File: src/rtl/mano_pkg.sv
// Shared definitions for the 8-bit Mano-style accumulator datapath:
// data width, 3-bit opcode codes and the sequencer state encoding.
package mano_pkg;

  localparam int DATA_W = 8;

  localparam logic [2:0] OP_AND = 3'b000;
  localparam logic [2:0] OP_ADD = 3'b001;
  localparam logic [2:0] OP_LDA = 3'b010;
  localparam logic [2:0] OP_CMA = 3'b011;
  localparam logic [2:0] OP_CLA = 3'b100;
  localparam logic [2:0] OP_CLE = 3'b101;
  localparam logic [2:0] OP_CME = 3'b110;
  localparam logic [2:0] OP_INC = 3'b111;

  typedef enum logic [2:0] {
    ST_IDLE = 3'd0,
    ST_READ = 3'd1,
    ST_LOAD = 3'd2,
    ST_EXEC = 3'd3,
    ST_DONE = 3'd4
  } state_t;

  // Memory-reference instructions need an operand fetched into DR.
  function automatic logic is_mem_ref(input logic [2:0] op);
    return (op == OP_AND) || (op == OP_ADD) || (op == OP_LDA);
  endfunction

  // Instructions whose EXEC step writes AC from the ALU result.
  function automatic logic writes_ac(input logic [2:0] op);
    return (op != OP_CLE) && (op != OP_CME);
  endfunction

endpackage

File: src/rtl/ac_exec_ctrl.sv
// Sequencer and AC/DR/E register holder for the accumulator datapath.
// Fetches the memory operand into DR, drives the one-hot ALU selects in
// EXEC and latches the ALU result into AC and its carry into E.
module ac_exec_ctrl
  import mano_pkg::*;
#(
  parameter int ADDR_W = 8
) (
  input  logic                clk,
  input  logic                rst,
  input  logic                start,
  input  logic [2:0]          opcode,
  input  logic [ADDR_W-1:0]   addr,
  output logic                busy,
  output logic                done,
  output logic                mem_rd,
  output logic [ADDR_W-1:0]   mem_addr,
  input  logic [DATA_W-1:0]   mem_rdata,
  output logic                alu_and,
  output logic                alu_add,
  output logic                alu_lda,
  output logic                alu_com,
  output logic [DATA_W-1:0]   ac,
  output logic [DATA_W-1:0]   dr,
  output logic                e,
  input  logic [DATA_W-1:0]   alu_acdata,
  input  logic                alu_carry
);

  state_t              state_q, state_d;
  logic [2:0]          opcode_q;
  logic [ADDR_W-1:0]   addr_q;
  logic                mem_rd_q;
  logic                done_q;
  logic [DATA_W-1:0]   ac_q;
  logic [DATA_W-1:0]   dr_q;
  logic                e_q, e_d;
  logic                ac_we;

  // Next-state decode; start is only looked at while idle.
  always_comb begin
    state_d = state_q;
    case (state_q)
      ST_IDLE: begin
        if (start) begin
          if (is_mem_ref(opcode)) begin
            state_d = ST_READ;
          end else if (opcode == OP_INC) begin
            state_d = ST_LOAD;
          end else begin
            state_d = ST_EXEC;
          end
        end
      end
      ST_READ: state_d = ST_LOAD;
      ST_LOAD: state_d = ST_EXEC;
      ST_EXEC: state_d = ST_DONE;
      ST_DONE: state_d = ST_IDLE;
      default: state_d = ST_IDLE;
    endcase
  end

  // State register plus the registered read strobe and done pulse,
  // both derived from the state being entered so they line up with it.
  always_ff @(posedge clk or posedge rst) begin
    if (rst) begin
      state_q  <= ST_IDLE;
      mem_rd_q <= 1'b0;
      done_q   <= 1'b0;
    end else begin
      state_q  <= state_d;
      mem_rd_q <= (state_d == ST_READ);
      done_q   <= (state_d == ST_DONE);
    end
  end

  // Capture the instruction only when it is accepted in IDLE.
  always_ff @(posedge clk or posedge rst) begin
    if (rst) begin
      opcode_q <= 3'b000;
      addr_q   <= '0;
    end else if ((state_q == ST_IDLE) && start) begin
      opcode_q <= opcode;
      addr_q   <= addr;
    end
  end

  // One-hot ALU selects, active only in EXEC. CLA/CLE/CME select nothing,
  // which makes the ALU present zero on ACDATA.
  always_comb begin
    alu_and = 1'b0;
    alu_add = 1'b0;
    alu_lda = 1'b0;
    alu_com = 1'b0;
    if (state_q == ST_EXEC) begin
      case (opcode_q)
        OP_AND:         alu_and = 1'b1;
        OP_ADD, OP_INC: alu_add = 1'b1;
        OP_LDA:         alu_lda = 1'b1;
        OP_CMA:         alu_com = 1'b1;
        default:        ;
      endcase
    end
  end

  // E update rule and AC write enable for the EXEC step.
  always_comb begin
    e_d   = e_q;
    ac_we = writes_ac(opcode_q);
    case (opcode_q)
      OP_ADD, OP_INC: e_d = alu_carry;
      OP_CLE:         e_d = 1'b0;
      OP_CME:         e_d = ~e_q;
      default:        e_d = e_q;
    endcase
  end

  // DR loads only in LOAD: the fetched operand, or the constant 1 for INC.
  always_ff @(posedge clk or posedge rst) begin
    if (rst) begin
      dr_q <= '0;
    end else if (state_q == ST_LOAD) begin
      dr_q <= (opcode_q == OP_INC) ? 8'h01 : mem_rdata;
    end
  end

  // AC and E retire at the end of EXEC, so they are visible in DONE.
  always_ff @(posedge clk or posedge rst) begin
    if (rst) begin
      ac_q <= '0;
      e_q  <= 1'b0;
    end else if (state_q == ST_EXEC) begin
      if (ac_we) begin
        ac_q <= alu_acdata;
      end
      e_q <= e_d;
    end
  end

  assign busy     = (state_q != ST_IDLE);
  assign done     = done_q;
  assign mem_rd   = mem_rd_q;
  assign mem_addr = addr_q;
  assign ac       = ac_q;
  assign dr       = dr_q;
  assign e        = e_q;

endmodule

File: config.mk
export PLATFORM = sky130hd
export DESIGN_NAME = ac_exec_ctrl
export DESIGN_NICKNAME = d
export VERILOG_FILES = /design/src/rtl/mano_pkg.sv /design/src/rtl/ac_exec_ctrl.sv
export SDC_FILE = /design/constraint.sdc
export NUM_CORES = 1
export LEC_CHECK = 0
export ABC_AREA = 1
export CAP_MARGIN = 20
export CORE_ASPECT_RATIO = 0.8
export CORE_MARGIN = 2
export CORE_UTILIZATION = 44
export CTS_CLUSTER_DIAMETER = 30
export DETAILED_ROUTE_END_ITERATION = 12
export HOLD_SLACK_MARGIN = 0.02
export PLACE_DENSITY_LB_ADDON = 0.3
export SETUP_SLACK_MARGIN = 0.2
export SLEW_MARGIN = 10
export SYNTH_ARGS = -nofsm -noshare
export SYNTH_HDL_FRONTEND = slang
export SYNTH_SLANG_ARGS = --single-unit
File: constraint.sdc
create_clock -name clk -period 2.7 [get_ports clk]
set_clock_uncertainty 0.05 [all_clocks]
set_input_delay 0.54 -clock clk [delete_from_list [all_inputs] [get_ports clk]]
set_output_delay 0.54 -clock clk [all_outputs]
set_load 0.02 [all_outputs]
# Yosys cells after proc, flatten, opt, wreduce, memory -nomap -nowiden
# Cells that the tools add are included.
# word_totals
reg_bits	33
output_inout_bits	32
in_bits	31
wordCells	51
# classes
muxes	14
n_reduce_logical	12
bitwise	1
n_eq_ne	16
# ops
cell	count
equality test 3 x 2 -> 1 bit, second input constant	5
equality test 3 bit, second input constant	5
equality test 3 x 1 -> 1 bit, second input constant	4
one-hot mux 3 bit (4 select lines)	1
zero test 3 bit	3
two-way mux 1 bit	9
two-way mux 8 bit	1
inequality test 3 bit, second input constant	2
nonzero test 3 bit	2
AND reduction 2 bit	2
two-way mux 3 bit	1
one-hot mux 1 bit (3 select lines)	1
logical AND 1 bit	2
logical OR 1 bit	2
two-way mux 2 bit	1
OR reduction 2 bit	1
NOT 1 bit	1

# Longest topological paths before layout
# Gate-level depths: netlist (run 1).
# logic_depth
ltp_word	7
mapped_depth	6
depth_no_buf	6

# Worst setup path before layout (run 1)
# No wires, ideal clock.
# synth_timing
kind	register -> output
from	register state_q[0]
to	output alu_and
arrival_time_ps	1203
stages_incl_launch_ff	5
path_buffers	0
t_required_ps	2110
setup_slack_ps	907
path_cell_list	dfrtp_1 -> nand2_2 -> nor2_4 -> nand2_1 -> nor3_1
# synth_via
elab_chain_cells	2
# synth_rtl
item	line_no	text
start, declared	ac_exec_ctrl.sv:30	state_t state_q, state_d;
start signal, assigned	ac_exec_ctrl.sv:71	state_q <= state_d;
equality test 3 x 2 -> 1 bit	ac_exec_ctrl.sv:95	if (state_q == ST_EXEC) begin
two-way mux 1 bit	ac_exec_ctrl.sv:95	
end, declared	ac_exec_ctrl.sv:19	output logic alu_and,
# Every way passes these cells.

# Final worst setup path (run 1)
# layout_timing
from	register state_q[0]
to	output alu_add
# layout_via
elab_chain_cells	2
# layout_rtl
item	line_no	text
equality test 3 x 2 -> 1 bit	ac_exec_ctrl.sv:95	
two-way mux 1 bit	ac_exec_ctrl.sv:95	
end, declared	ac_exec_ctrl.sv:20	output logic alu_add,
# Every way passes these cells.

==> results of run 1 <==
## cell families after synthesis
family / count (synthesis)
AOI/OAI and AO/OA: 16
buffers and inverters: 23
and+or+nand+nor: 93
DFF: 33
## report_power, final
group / switching, W / internal (W)
registers: 0.000167 / 0.000732
clock network: 0.000159 / 0.000202
logic: 0.000734 / 0.000579
total: 0.00106 / 0.00151
## area by class of cell
cell class,instances,area share
tap,40,0.0230
timing repair buffer,63,0.292
multi-input combinational,109,0.226
sequential,33,0.380
clock buffer,7,0.0397
inverter,21,0.0386
## placed cells by master (no fill, tap or decap), types with 2 or more instances in the layout
master / n
nand2_1: 62
clkdlybuf4s50_1: 59
dfrtp_1: 33
inv_1: 14
o21ai_1: 12
nand3_1: 11
nor2_1: 11
clkbuf_8: 6
inv_2: 4
a21oi_1: 4
nor3_1: 3
dlymetal6s2s_1: 3
clkinv_1: 2
## state kept, by name, indices dropped and copies added (netlist names)
| name | flops |
|---|---|
| opcode_q | 3 |
| done | 1 |
| ac | 8 |
| state_q | 3 |
| dr | 8 |
| e | 1 |
| mem_addr | 8 |
| mem_rd | 1 |
## stage by stage
stage	setup WS (ns)	hold WS [ns]
2_1_floorplan	0.907	0.491
3_3_place_gp	0.587	0.412
3_5_place_dp	0.516	0.418
4_1_cts	0.220	0.433
5_1_grt	0.256	0.456
6_report	0.354	0.429
## per-layer routing
layer | part of all wire | wire length, µm
met3 | 0.067 | 197
met4 | 0.0027 | 8
met1 | 0.47 | 1370
met5 | 0 | 0
met2 | 0.46 | 1370
## final timing paths
| path | slack (ns) | depth (start not counted) | endpoint | from |
|---|---|---|---|---|
| min in group asynchronous | 0.60 | 3 | ac[7] | rst |
| max in group asynchronous | 1.71 | 3 | mem_rd | rst |
| max | 0.35 | 5 | alu_add | state_q[0] |
| max reg2reg | 1.18 | 5 | mem_rd | state_q[0] |
| min | 0.43 | 2 | dr[1] | dr[1] |
| min reg2reg | 0.43 | 2 | dr[1] | dr[1] |
## tightest hold or removal path, stage by stage (launching register included)
cell,delay [ns]
dfrtp_1,0.35
nand2_1,0.05
nand2_1,0.05
## repair_timing
item	in CTS	in global routing
gates resized for setup	0	3
setup endpoints to repair	0	3
setup buffers	0	0
==> results.ini, run 1 <==
[clock_tree]
clk_latency_ns = 0.27
cts_tree = built
h-tree-depth = 2
cts_root_buf = clkbuf_8
cts_num_sinks = 33
holdBufCountCts = 0
cts_buffers = 5
clk_pin_slew_worst_paths_ns = 0.06
clock_path_buffers = 2

[synthesis]
synth_most_common_cell = nand2_1
synth_largest_area_cell = dfrtp_1
postSynthCellCount = 165
yosys_warnings = 0
async_flop_share = 1.00
synth_top_area_frac = 0.585
synth-simple-area-share = 0.292
synth.area.mux_share = 0
synth_top_family_by_area = simple AND/OR/NAND/NOR gates
synth-edff-count = 0
synth-seq-cells = 33
yosysUniqueCellTypes = 18
synth_xor_area_frac = 0
ys.flop_type = dfrtp_1
yosys.area_share.adder = 0
ys_seq_area_frac = 0.585
synth_common_cells = nand2_1 (62), dfrtp_1 (33), inv_1 (14)
ys_top_cells_by_area = dfrtp_1 (59%), nand2_1 (16%), o21ai_1 (4.3%)
syn-num-nets = 196
synth_compound_area_frac = 0.0567
synth_area_per_cell_um2 = 8.55
syn_area_um2 = 1410

[timing]
fin_crit_sh = 0.869
min_period_ns = 2.35
worst_pin_slew_ns = 0.402
rsz0062_at_grt = false
finalHoldViolCount = 0
max_freq_mhz = 426
setup_tns_ns = 0
setup_violations = 0
drv_slew = 0
slew_headroom = 0.732

[detailed_routing]
post_drt_wl_per_cell_um = 10.8
wl_um = 2950
drc = 0
vias_per_cell = 4.54
drt_pass1_iterations = 4
dr_total_vias = 1239
drtIter0Drc = 61
ant_nets = 0

[worst_setup_path]
cp.arrival_ns = 1.76
crit_path_end_kind = output port
crit_fanout = 5
critPathKind = flip-flop to output port
path_buf_inv = 1
cp-start-kind = flip-flop
required_ns = 2.11
cp_slowest_stage_delay_ns = 0.61
cp_cell_sequence = nand2_2, nor2_4, o21ai_1, nor2_1, clkdlybuf4s50_1
path_delay_family = buffers and inverters
cpMaxStageDelayCell = clkdlybuf4s50_1

[placed_design]
place_congestion = 0.825
hpwlAfterDp_um = 2250
dp.cells = 266
place.port_buffers = 62
postPlaceCellArea_um2 = 2080

[final_layout]
regArea_um2 = 826
multiInputGateArea_um2 = 492
fin_area_um2 = 2170
fill_cells = 244
post-route-util = 0.704
syn2layout_area_growth_pct = 54.0
diodes = 0
instances_no_fill = 273
drive_gt1_frac = 0.0773
nNetsFinal = 264

[job]
cap_viol_max_count = 0

[global_route]
grt_first_pass_wirelength_um = 4480
top_usage_layer = met2
grt_use_met1 = 0.218
grt_use_met2 = 0.271
grt_max_degree = 34
grt_pass1_vias = 1011
groute.usage.overall = 0.169
met3_usage = 0.0679
antenna_found_initial = 0
grt_overflow = 0

[status]
outcome = complete, no violations

[floorplanning]
io_pins = 63
die_w_um = 67.3
core_area_um2 = 3090
die_y_um = 54.7
dieArea_um2 = 3680
start_util = 0.457
placementRows = 18

[pwr]
ir_drop_mv = 0.739
p_per_area_nw_per_um2 = 1180
p_leak_nw = 1.11
power_w = 0.00257

[min_path]
hp-class = flip-flop to flip-flop

(Power assumes the default switching activity.)
==> run 2, diff against run 1 <==
- CAP_MARGIN: 20 -> 40
- TNS_END_PERCENT: default -> 30
==> results.ini, run 2 (synthesis results as in run 1) <==
[floorplanning]
die_w_um = 67.3  ; unchanged
core_area_um2 = 3090  ; unchanged
dieArea_um2 = 3680  ; unchanged
io_pins = 63  ; unchanged
placementRows = 18  ; unchanged
start_util = 0.457  ; unchanged
die_y_um = 54.7  ; unchanged

[min_path]
hp-class = flip-flop to flip-flop  ; unchanged

[detailed_routing]
dr_total_vias = 1241  ; was 1239
drt_pass1_iterations = 4  ; unchanged
drtIter0Drc = 41  ; was 61
drc = 0  ; unchanged
vias_per_cell = 4.55  ; was 4.54
post_drt_wl_per_cell_um = 10.8  ; about the same
wl_um = 2940  ; was 2950 µm
ant_nets = 0  ; unchanged

[worst_setup_path]
regToRegEndpoint = mem_rd  ; unchanged
rr_startpoint = state_q[0]  ; unchanged
cp_slowest_stage_delay_ns = 0.63  ; was 0.61 ns
startpoint = state_q[0]  ; unchanged
crit_path_end_kind = output port  ; unchanged
cp-start-kind = flip-flop  ; unchanged
crit_fanout = 5  ; unchanged
critPathKind = flip-flop to output port  ; unchanged
cp.arrival_ns = 1.85  ; was 1.76 ns
cpMaxStageDelayCell = clkdlybuf4s50_1  ; unchanged
required_ns = 2.11  ; about the same
worstSetupEndpoint = alu_lda  ; was alu_add
worst-r2r-cell-count = 5  ; unchanged
cp_cell_sequence = nand2_2, nor2_4, nand2_1, nor3_1, clkdlybuf4s50_1  ; was nand2_2, nor2_4, o21ai_1, nor2_1, clkdlybuf4s50_1
r2r_slack_ns = 1.18  ; about the same

[final_layout]
diodes = 0  ; unchanged
mostFrequentLayoutCells = nand2_1 (62), clkdlybuf4s50_1 (61), dfrtp_1 (33)  ; was nand2_1 (62), clkdlybuf4s50_1 (59), dfrtp_1 (33)
nNetsFinal = 264  ; unchanged
instances_no_fill = 273  ; unchanged
post-route-util = 0.703  ; was 0.704
mostFrequentLayoutCell = nand2_1  ; unchanged
drive_gt1_frac = 0.0773  ; unchanged
fill_cells = 247  ; was 244
syn2layout_area_growth_pct = 53.6  ; was 54.0%

[pwr]
p_leak_nw = 1.07  ; was 1.11 nW
sequentialPowerShare = 0.350  ; about the same
swShare = 0.412  ; about the same
p_per_area_nw_per_um2 = 1190  ; was 1180 nW/µm²
internal_power_w = 0.00151  ; about the same
ir_drop_mv = 0.739  ; about the same
p_sw_w = 0.00106  ; about the same
pwr-share-clk = 0.140  ; about the same
p_comb_frac = 0.510  ; about the same

[global_route]
grt_pass1_vias = 1011  ; unchanged
antenna_found_initial = 0  ; unchanged
grt_overflow = 0  ; unchanged
grt_max_degree = 34  ; unchanged
groute.usage.overall = 0.169  ; unchanged
grt_first_pass_wirelength_um = 4480  ; unchanged

[placed_design]
place.port_buffers = 62  ; unchanged
hpwlAfterDp_um = 2250  ; unchanged
dp.cells = 266  ; unchanged
place_congestion = 0.825  ; unchanged
place_ws_ns = 0.516  ; unchanged

[clock_tree]
cts_root_buf = clkbuf_8  ; unchanged
holdBufCountCts = 0  ; unchanged
cts_buffers = 5  ; unchanged
clk_pin_slew_worst_paths_ns = 0.06  ; about the same
cts_num_sinks = 33  ; unchanged
clk_latency_ns = 0.27  ; about the same
h-tree-depth = 2  ; unchanged
cts_tree = built  ; unchanged
clock_path_buffers = 2  ; unchanged

[timing]
slew_headroom = 0.732  ; about the same
min_period_ns = 2.44  ; was 2.35 ns
hold_slack_ns = 0.429  ; unchanged
rsz0062_at_grt = true  ; was false
setup_tns_ns = 0  ; unchanged
max_freq_mhz = 410  ; was 426 MHz
worst_slack_ns = 0.259  ; was 0.354 ns
fin_crit_sh = 0.904  ; was 0.869
worst_pin_slew_ns = 0.402  ; about the same
setup_violations = 0  ; unchanged
finalHoldViolCount = 0  ; unchanged
drv_slew = 0  ; unchanged

[job]
cap_viol_max_count = 0  ; unchanged

[status]
outcome = complete, no violations  ; unchanged

## run 2: routing by layer
layer  track usage  part of all wire
met5             0                 0
met4        0.0408            0.0027
met3        0.0679             0.067
met2         0.271              0.46
met1         0.218              0.47
## run 2: cell type report
| type | count | area [µm²] | share of cell area |
|---|---|---|---|
| clock buffers | 7 | 86.3 | 0.0398 |
| inverters | 21 | 83.8 | 0.0387 |
| multi-input cells | 109 | 492 | 0.227 |
| flip-flops and latches | 33 | 826 | 0.381 |
| well taps | 40 | 50.0 | 0.0231 |
| repair buffers | 63 | 631 | 0.291 |
## run 2: critical path: cells and delay by family (launching register included)
kind,cells,cell delay (ns)
buf+inv,1,0.63
simple gates,4,0.53
flops,1,0.43
## run 2: through the flow
| step | total power [W] | cell area, µm² |
|---|---|---|
| after floorplan | 0.00165 | 1410 |
| after global placement | 0.00221 | 2080 |
| after detailed placement | 0.00224 | 2080 |
| after CTS | 0.00260 | 2170 |
| after global routing | 0.00277 | 2170 |
| final | 0.00257 | 2170 |
## run 2: power by group through the flow
stage / clock network [W] / registers, W / logic, W
after floorplan: 0 / 0.00112 / 0.000528
after global placement: 0 / 0.000900 / 0.00131
after detailed placement: 0 / 0.000906 / 0.00133
after CTS: 0.000368 / 0.000903 / 0.00133
after global routing: 0.000391 / 0.000931 / 0.00145
final: 0.000361 / 0.000900 / 0.00131
## run 2: worst min path at each step
| stage | slack (ns) | end | cells past startpoint | start |
|---|---|---|---|---|
| after floorplan | 0.49 | opcode_q[2] | 2 | opcode_q[2] |
| after global placement | 0.41 | dr[4] | 2 | dr[4] |
| after detailed placement | 0.42 | ac[7] | 2 | ac[7] |
| after CTS | 0.43 | dr[4] | 2 | dr[4] |
| after global routing | 0.46 | ac[4] | 2 | ac[4] |
| final | 0.43 | dr[1] | 2 | dr[1] |
## run 2: timing repair
| action | 4_1_cts | 5_1_grt |
|---|---|---|
| endpoints found under the setup margin | 0 | 3 |
| gates resized for setup | 0 | 1 |
| buffers inserted | 0 | 0 |
